### src/rtl/i2c_bus_arbiter_if.sv
// Client and engine side signals of the shared I2C master arbiter.
// master: the arbiter's view; slave: the view of the clients and engine driving it.
interface i2c_bus_arbiter_if #(
  parameter int NUM_REQ = 4
) ();

  logic [NUM_REQ-1:0]   req;
  logic [7*NUM_REQ-1:0] req_dev;
  logic [8*NUM_REQ-1:0] req_reg;
  logic [NUM_REQ-1:0]   req_rw;
  logic [8*NUM_REQ-1:0] req_wdata;
  logic [NUM_REQ-1:0]   gnt;
  logic [NUM_REQ-1:0]   done;
  logic [7:0]           rsp_data;
  logic [1:0]           rsp_err;

  logic                 eng_start;
  logic [6:0]           eng_dev;
  logic [7:0]           eng_reg;
  logic                 eng_rw;
  logic [7:0]           eng_wdata;
  logic                 eng_abort;
  logic                 eng_done;
  logic                 eng_nack;
  logic [7:0]           eng_rdata;

  modport master (
    input  req, req_dev, req_reg, req_rw, req_wdata,
    output gnt, done, rsp_data, rsp_err,
    output eng_start, eng_dev, eng_reg, eng_rw, eng_wdata, eng_abort,
    input  eng_done, eng_nack, eng_rdata
  );

  modport slave (
    output req, req_dev, req_reg, req_rw, req_wdata,
    input  gnt, done, rsp_data, rsp_err,
    input  eng_start, eng_dev, eng_reg, eng_rw, eng_wdata, eng_abort,
    output eng_done, eng_nack, eng_rdata
  );

endinterface

### src/rtl/i2c_bus_arbiter.sv
// Round-robin arbiter sharing one byte-level I2C master engine among NUM_REQ clients.
//
// state  | meaning
// IDLE   | waiting for any req; picks the winner and latches its command
// LAUNCH | eng_start pulse, transaction timer cleared
// WAIT   | engine busy; ends on eng_done or abort at TIMEOUT-1
// RESP   | done pulse to the winner, grant released, rotation pointer updated
module i2c_bus_arbiter #(
  parameter int NUM_REQ = 4,
  parameter int TIMEOUT = 24000
) (
  input  logic            clk,
  input  logic            rst,
  i2c_bus_arbiter_if.master bus
);

  localparam int IDX_W = (NUM_REQ > 1) ? $clog2(NUM_REQ) : 1;
  localparam int TW    = $clog2(TIMEOUT) + 1;

  typedef enum logic [1:0] {
    S_IDLE,
    S_LAUNCH,
    S_WAIT,
    S_RESP
  } state_t;

  state_t             state_q, state_d;
  logic [IDX_W-1:0]   last_q, winner_q;
  logic [NUM_REQ-1:0] gnt_q;
  logic [TW-1:0]      timer_q;
  logic [7:0]         rsp_data_q;
  logic [1:0]         rsp_err_q;
  logic [6:0]         eng_dev_q;
  logic [7:0]         eng_reg_q;
  logic               eng_rw_q;
  logic [7:0]         eng_wdata_q;

  logic               pick_valid;
  logic [IDX_W-1:0]   pick_idx;
  logic [IDX_W:0]     cand;
  logic               timer_expired;

  // Scan starts one past the previous winner so every requester gets a turn.
  always_comb begin
    pick_valid = 1'b0;
    pick_idx   = '0;
    cand       = '0;
    for (int k = 1; k <= NUM_REQ; k++) begin
      cand = {1'b0, last_q} + (IDX_W+1)'(k);
      if (cand >= (IDX_W+1)'(NUM_REQ))
        cand = cand - (IDX_W+1)'(NUM_REQ);
      if (!pick_valid && bus.req[cand[IDX_W-1:0]]) begin
        pick_valid = 1'b1;
        pick_idx   = cand[IDX_W-1:0];
      end
    end
  end

  assign timer_expired = (timer_q == TW'(TIMEOUT - 1));

  always_ff @(posedge clk or posedge rst) begin
    if (rst)
      state_q <= S_IDLE;
    else
      state_q <= state_d;
  end

  // Strobes decode straight from state so a reset clears them without waiting for a clock.
  always_comb begin
    state_d       = state_q;
    bus.eng_start = 1'b0;
    bus.eng_abort = 1'b0;
    bus.done      = '0;
    case (state_q)
      S_IDLE: begin
        if (pick_valid)
          state_d = S_LAUNCH;
      end
      S_LAUNCH: begin
        bus.eng_start = 1'b1;
        state_d       = S_WAIT;
      end
      S_WAIT: begin
        if (bus.eng_done) begin
          state_d = S_RESP;
        end else if (timer_expired) begin
          bus.eng_abort = 1'b1;
          state_d       = S_RESP;
        end
      end
      S_RESP: begin
        bus.done = gnt_q;
        state_d  = S_IDLE;
      end
      default: state_d = S_IDLE;
    endcase
  end

  always_ff @(posedge clk or posedge rst) begin
    if (rst) begin
      last_q      <= IDX_W'(NUM_REQ - 1);
      winner_q    <= '0;
      gnt_q       <= '0;
      timer_q     <= '0;
      rsp_data_q  <= '0;
      rsp_err_q   <= '0;
      eng_dev_q   <= '0;
      eng_reg_q   <= '0;
      eng_rw_q    <= 1'b0;
      eng_wdata_q <= '0;
    end else begin
      case (state_q)
        S_IDLE: begin
          if (pick_valid) begin
            winner_q    <= pick_idx;
            gnt_q       <= NUM_REQ'(1) << pick_idx;
            eng_dev_q   <= bus.req_dev[int'(pick_idx)*7 +: 7];
            eng_reg_q   <= bus.req_reg[int'(pick_idx)*8 +: 8];
            eng_rw_q    <= bus.req_rw[pick_idx];
            eng_wdata_q <= bus.req_wdata[int'(pick_idx)*8 +: 8];
          end
        end
        S_LAUNCH: begin
          timer_q <= '0;
        end
        S_WAIT: begin
          timer_q <= timer_q + TW'(1);
          // A completion in the final timer cycle still counts as a normal finish.
          if (bus.eng_done) begin
            rsp_data_q <= eng_rw_q ? bus.eng_rdata : 8'h00;
            rsp_err_q  <= bus.eng_nack ? 2'b01 : 2'b00;
          end else if (timer_expired) begin
            rsp_data_q <= 8'h00;
            rsp_err_q  <= 2'b10;
          end
        end
        S_RESP: begin
          last_q <= winner_q;
          gnt_q  <= '0;
        end
        default: ;
      endcase
    end
  end

  assign bus.gnt       = gnt_q;
  assign bus.rsp_data  = rsp_data_q;
  assign bus.rsp_err   = rsp_err_q;
  assign bus.eng_dev   = eng_dev_q;
  assign bus.eng_reg   = eng_reg_q;
  assign bus.eng_rw    = eng_rw_q;
  assign bus.eng_wdata = eng_wdata_q;

endmodule

### src/flat_wrapper.sv
// flat-port wrapper written by rule: the top's interface ports become plain ports
module i2c_bus_arbiter_flat 
#(
  parameter int NUM_REQ = 4,
  parameter int TIMEOUT = 24000
)
  (clk, rst, bus_req, bus_req_dev, bus_req_reg, bus_req_rw, bus_req_wdata, bus_gnt, bus_done, bus_rsp_data, bus_rsp_err, bus_eng_start, bus_eng_dev, bus_eng_reg, bus_eng_rw, bus_eng_wdata, bus_eng_abort, bus_eng_done, bus_eng_nack, bus_eng_rdata);
  i2c_bus_arbiter_if #(.NUM_REQ(NUM_REQ)) bus_i ();
  input  logic clk;
  input  logic rst;
  input wire logic [$bits(bus_i.req)-1:0] bus_req;
  input wire logic [$bits(bus_i.req_dev)-1:0] bus_req_dev;
  input wire logic [$bits(bus_i.req_reg)-1:0] bus_req_reg;
  input wire logic [$bits(bus_i.req_rw)-1:0] bus_req_rw;
  input wire logic [$bits(bus_i.req_wdata)-1:0] bus_req_wdata;
  output wire logic [$bits(bus_i.gnt)-1:0] bus_gnt;
  output wire logic [$bits(bus_i.done)-1:0] bus_done;
  output wire logic [$bits(bus_i.rsp_data)-1:0] bus_rsp_data;
  output wire logic [$bits(bus_i.rsp_err)-1:0] bus_rsp_err;
  output wire logic [$bits(bus_i.eng_start)-1:0] bus_eng_start;
  output wire logic [$bits(bus_i.eng_dev)-1:0] bus_eng_dev;
  output wire logic [$bits(bus_i.eng_reg)-1:0] bus_eng_reg;
  output wire logic [$bits(bus_i.eng_rw)-1:0] bus_eng_rw;
  output wire logic [$bits(bus_i.eng_wdata)-1:0] bus_eng_wdata;
  output wire logic [$bits(bus_i.eng_abort)-1:0] bus_eng_abort;
  input wire logic [$bits(bus_i.eng_done)-1:0] bus_eng_done;
  input wire logic [$bits(bus_i.eng_nack)-1:0] bus_eng_nack;
  input wire logic [$bits(bus_i.eng_rdata)-1:0] bus_eng_rdata;
  assign bus_i.req = bus_req;
  assign bus_i.req_dev = bus_req_dev;
  assign bus_i.req_reg = bus_req_reg;
  assign bus_i.req_rw = bus_req_rw;
  assign bus_i.req_wdata = bus_req_wdata;
  assign bus_gnt = bus_i.gnt;
  assign bus_done = bus_i.done;
  assign bus_rsp_data = bus_i.rsp_data;
  assign bus_rsp_err = bus_i.rsp_err;
  assign bus_eng_start = bus_i.eng_start;
  assign bus_eng_dev = bus_i.eng_dev;
  assign bus_eng_reg = bus_i.eng_reg;
  assign bus_eng_rw = bus_i.eng_rw;
  assign bus_eng_wdata = bus_i.eng_wdata;
  assign bus_eng_abort = bus_i.eng_abort;
  assign bus_i.eng_done = bus_eng_done;
  assign bus_i.eng_nack = bus_eng_nack;
  assign bus_i.eng_rdata = bus_eng_rdata;
  i2c_bus_arbiter #(.NUM_REQ(NUM_REQ), .TIMEOUT(TIMEOUT)) u_core (.clk(clk), .rst(rst), .bus(bus_i));
endmodule
### config.mk
export PLATFORM = sky130hd
export DESIGN_NAME = i2c_bus_arbiter_flat
export DESIGN_NICKNAME = d
export VERILOG_FILES = /design/src/rtl/i2c_bus_arbiter_if.sv /design/src/rtl/i2c_bus_arbiter.sv /design/src/flat_wrapper.sv
export SDC_FILE = /design/constraint.sdc
export NUM_CORES = 1
export LEC_CHECK = 0
export CAP_MARGIN = 5
export CORE_MARGIN = 2
export CORE_UTILIZATION = 44
export CTS_CLUSTER_SIZE = 40
export DETAILED_ROUTE_END_ITERATION = 8
export PLACE_DENSITY = 0.95
export RECOVER_POWER = 50
export SETUP_SLACK_MARGIN = 0.4
export SLEW_MARGIN = 20
export SYNTH_ARGS = -nofsm -noshare
export SYNTH_HDL_FRONTEND = slang
export SYNTH_SLANG_ARGS = --single-unit
### constraint.sdc
create_clock -name clk -period 3 [get_ports clk]
set_input_delay 0.75 -clock clk [delete_from_list [all_inputs] [get_ports clk]]
set_output_delay 0.75 -clock clk [all_outputs]
set_load 0.005 [all_outputs]
-- Word level (Yosys, flattened, before mapping)
Index checks and enable logic that the tools add are counted.
- bits in registers: 60
- bits of input ports: 112
- output and inout port bits: 44
- logic and storage cells: 94
- add/subtract/negate cells: 9
- multipliers: 1
- magnitude comparators: 9
- eq/ne operators: 6
- shift operators: 4
- mux-type cells: 40
- reduce and logical (&&, ||, !) cells: 14
- operator list (kind ; count):
    $shiftx A32 B6 Y8 ; 2
    $pmux W16 S2 ; 1
    $shiftx A28 B32 Y7 ; 1
    $mux W2 ; 13
    $mux W8 ; 3
    $add A16 B1 Y16 const B ; 1
    $eq A16 B15 Y1 const B ; 1
    $lt A2 B3 Y1 const B ; 5
    $mux W1 ; 14
    $ge A3 B3 Y1 const B ; 4
    $bmux W1 S2 ; 5
    $mux W4 ; 2
    $pmux W2 S4 ; 1
    $pmux W4 S2 ; 1
    $reduce_and A2 Y1 ; 4
    $sub A2 B1 Y2 const B ; 4
    $add A2 B2 Y3 const B ; 2
    $reduce_bool A2 Y1 ; 3
    $mul A2 B3 Y5 const B ; 1
    $eq A2 B2 Y1 const B ; 2
    $shl A1 B2 Y4 const A ; 1
    $add A2 B1 Y3 const B ; 1
    $add A2 B3 Y3 const B ; 1
    $logic_and A1 B1 Y1 ; 3
    5 further kinds ; 7

-- Logic depth before layout (Yosys ltp)
- depth in word-level cells: 18
- depth in mapped cells: 7

-- Worst setup path before layout
No wires, ideal clock.
- path type: register to output
- start point: register u_core.timer_q[6]
- end point: output port bus_eng_abort
- arrival: 1422 ps
- path slack: 828 ps
- cell stages (with the launch flop): 4
- buffers on the path: 0
- path through: dfrtp_1 or4b_4 nor4_4 nor3b_1
- longest elaborated chain between the ends: 4
- RTL lines (element ; RTL line ; text):
    start: declaration ; i2c_bus_arbiter.sv:30 ; logic [TW-1:0] timer_q;
    start signal: assignment ; i2c_bus_arbiter.sv:127 ; timer_q <= timer_q + TW'(1);
    $eq A16 B15 Y1 ; i2c_bus_arbiter.sv:59 ; assign timer_expired = (timer_q == TW'(TIMEOUT - 1));
    $mux W1 ; i2c_bus_arbiter.sv:86 ; end else if (timer_expired) begin
    $mux W1 ; i2c_bus_arbiter.sv:84 ; if (bus.eng_done) begin
    $mux W1 ; i2c_bus_arbiter.sv:74 ; case (state_q)
    end: declaration ; flat_wrapper.sv:25 ; output wire logic [$bits(bus_i.eng_abort)-1:0] bus_eng_abort;
Every way passes these cells.

-- Final worst setup path
Same ends and word-level chain as after synthesis.

==> metrics.yaml <==
fp.dieW_um: 88.2
layout_common_cells: "144 x clkdlybuf4s50_1, 58 x dfrtp_1, 45 x nand2_1"
max_clock_freq_mhz: 382
cts_tree: "built"
antenna_found_initial: 0
ys_seq_area_frac: 0.483
ant_nets: 0
clk_latency_ps: 330
ys_ff_latch: 60
hold_slack_ps: 495
drtPass1Iterations: 7
portBuffers: 155
ios: 156
htree_levels: 3
clock-sinks: 60
synth_flop_cell: "dfrtp_1"
synth_top_family_by_area: "compound AO/OA/AOI/OAI gates"
wl_um: 10500
total_power_mw: 3.87
post_drt_wl_per_cell_um: 18.0
num_vias: 3306
fin_nets: 599
power_leakage_nw: 2.02
hold_start: "u_core.bus.rsp_data[3]$_DFFE_PP0P_"
rsz0062_at_grt: "yes"
vias_per_cell: 5.67
setup_violations: 0
n_antenna_cell: 0
place_area_um2: 4770
cp-end-kind: "output port"
cts_root_buf: "clkbuf_8"
netlist_area_um2: 3120
drive_above_1_share: 0.0801
drv_slew: 0
syn2layout_area_growth_pct: 59.7
drtIter0Drc: 270
grt_max_degree: 33
min_to: "u_core.bus.rsp_data[3]$_DFFE_PP0P_"
syn_nets: 443
worstReg2RegStart: "u_core.timer_q[0]$_DFFE_PP0P_"
cp.required_ps: 2250
top_register: "u_core.timer_q"
fp.coreArea_um2: 6830
synth.area.mux_share: 0.0165
tightestPinTransition_ps: 1300
ys_warn_count: 0
path_max_fanout: 2
hp-class: "reg -> reg"
ys_types: 48
synth_area_per_cell_um2: 9.56
synth-edff-count: 0
whs_path_depth: 1
cp_data_arrival_time_ps: 1870
maxSlewHeadroom: 0.135
placement_rows: 30
cts_buffer_depth: 2
startpoint_type: "flop"
hold_buffers: 0
async_flop_share: 1.00
hpwlAfterDp_um: 7780
fin_skew_ps: 10.8
maxCapViolations: 0
hold_viol: 0
worst_r2r_path_depth: 7
largest_reg_flops: 16
status: "finished, final reports clean"
layout_commonest_cell: "clkdlybuf4s50_1"
synth-simple-area-share: 0.184
grt_pass1_wl_um: 15800
synth_cells: 326
power.density_nw_per_um2: 777
utilization: 0.729
start_util: 0.456
r2r-end: "u_core.bus.rsp_data[7]$_DFFE_PP0P_"
path_class: "reg -> out"
grt_usage: 0.263
overflow: 0
first_global_vias: 3328
reg2reg_slack_ps: 650
dieArea_um2: 7770
fin_crit_sh: 0.873
fin_tns_setup_ps: 0
synth-xor-area-share: 0.0281
gp_congestion: 0.965
synth_compound_area_frac: 0.225
path_clk_slew_ps: 60
irDropWorstVdd_mv: 0.420
finalCriticalPeriod_ps: 2620
drc_errors: 0
die_y_um: 88.2
cts_buffers: 9
final_area_um2: 4980
synth_fa_ha_area_frac: 0.0201
[timing repair]
item                       in CTS  in global routing
gates resized for setup         4                  5
setup endpoints to repair      24                 29
setup buffers                   2                  1
pin swaps                       0                  1
[per-stage QoR]
| stage | std cells | worst slack (ps) |
|---|---|---|
| after floorplan | 326 | 769 |
| after global placement | 564 | 64.3 |
| after detailed placement | 564 | -29.2 |
| after CTS | 582 | 323 |
| after global routing | 583 | 300 |
| final | 583 | 381 |
[report_power, final]
group	leakage, nW	switching [mW]	internal, mW
registers	0.745	0.203	1.11
clock network	0.0996	0.315	0.377
logic	1.18	0.904	0.962
total	2.02	1.42	2.45
[Yosys cell counts, types with 2 or more instances]
master     n  area share
o22ai_1    2      0.0040
nor3b_1    2      0.0048
ha_1       5       0.020
a222oi_1  24       0.077
xnor2_1    4       0.011
buf_2      9       0.014
nand4_1    4      0.0080
mux2i_1    4       0.013
nor2_1    39       0.047
nand2_1   45       0.054
o21ai_0   12       0.019
clkbuf_1   8      0.0096
buf_4      2      0.0048
nand3_1    6      0.0096
xor2_1     6       0.017
and3_1     5       0.010
and2_1     4      0.0080
o21ai_1    3      0.0048
nor2b_1    4      0.0080
a31oi_1   25       0.050
a22o_1     8       0.022
nor3_1     3      0.0048
inv_1     10       0.012
dfrtp_1   58        0.47
o21ai_2    2      0.0056
a21oi_1    9       0.014
dfstp_2    2       0.017
[per-layer routing]
layer / share of wire / GRT usage / up-vias / routed length [µm]
li1: - / - / 1528 / -
met5: 0 / 0 / - / 0
met3: 0.062 / 0.0471 / 22 / 648
met2: 0.53 / 0.471 / 157 / 5580
met4: 0.023 / 0.0937 / 0 / 239
met1: 0.38 / 0.315 / 1599 / 4030
[logic make-up after synthesis]
kind of cell    after synthesis
simple gates                120
xor+xnor                     10
mux                           5
flops                        60
compound gates               95
fa+ha+maj                     5
buf+inv                      31
[how the worst max path moves through the flow]
stage | depth (start not counted) | endpoint | slack [ps] | startpoint
finish | 4 | bus_eng_abort | 380 | u_core.timer_q[6]$_DFFE_PP0P_
global route | 5 | bus_eng_abort | 300 | u_core.timer_q[0]$_DFFE_PP0P_
detailed placement | 6 | u_core.bus.eng_dev[2]$_DFFE_PP0P_ | -30 | bus_req[3]
global placement | 6 | u_core.bus.eng_wdata[1]$_DFFE_PP0P_ | 60 | bus_req[3]
CTS | 4 | bus_eng_abort | 320 | u_core.timer_q[6]$_DFFE_PP0P_
floorplan | 1 | u_core.bus.eng_dev[0]$_DFFE_PP0P_ | 770 | rst
[critical path, cell delays in order, from the launching register on]
cell and delay, ps:
dfrtp_1 400, or4b_4 560, nor4_4 240, nor3b_2 220, buf_2 140
[final cells by class]
cell class	count	area [µm²]
inverter	11	41.3
clock buffer	10	128
fill	511	1850
sequential	60	1500
multi-input combinational	235	1500
timing repair buffer	165	1630
tap	96	120
clock inverter	6	55.1
No activity file was read; power rests on OpenSTA's default activity.
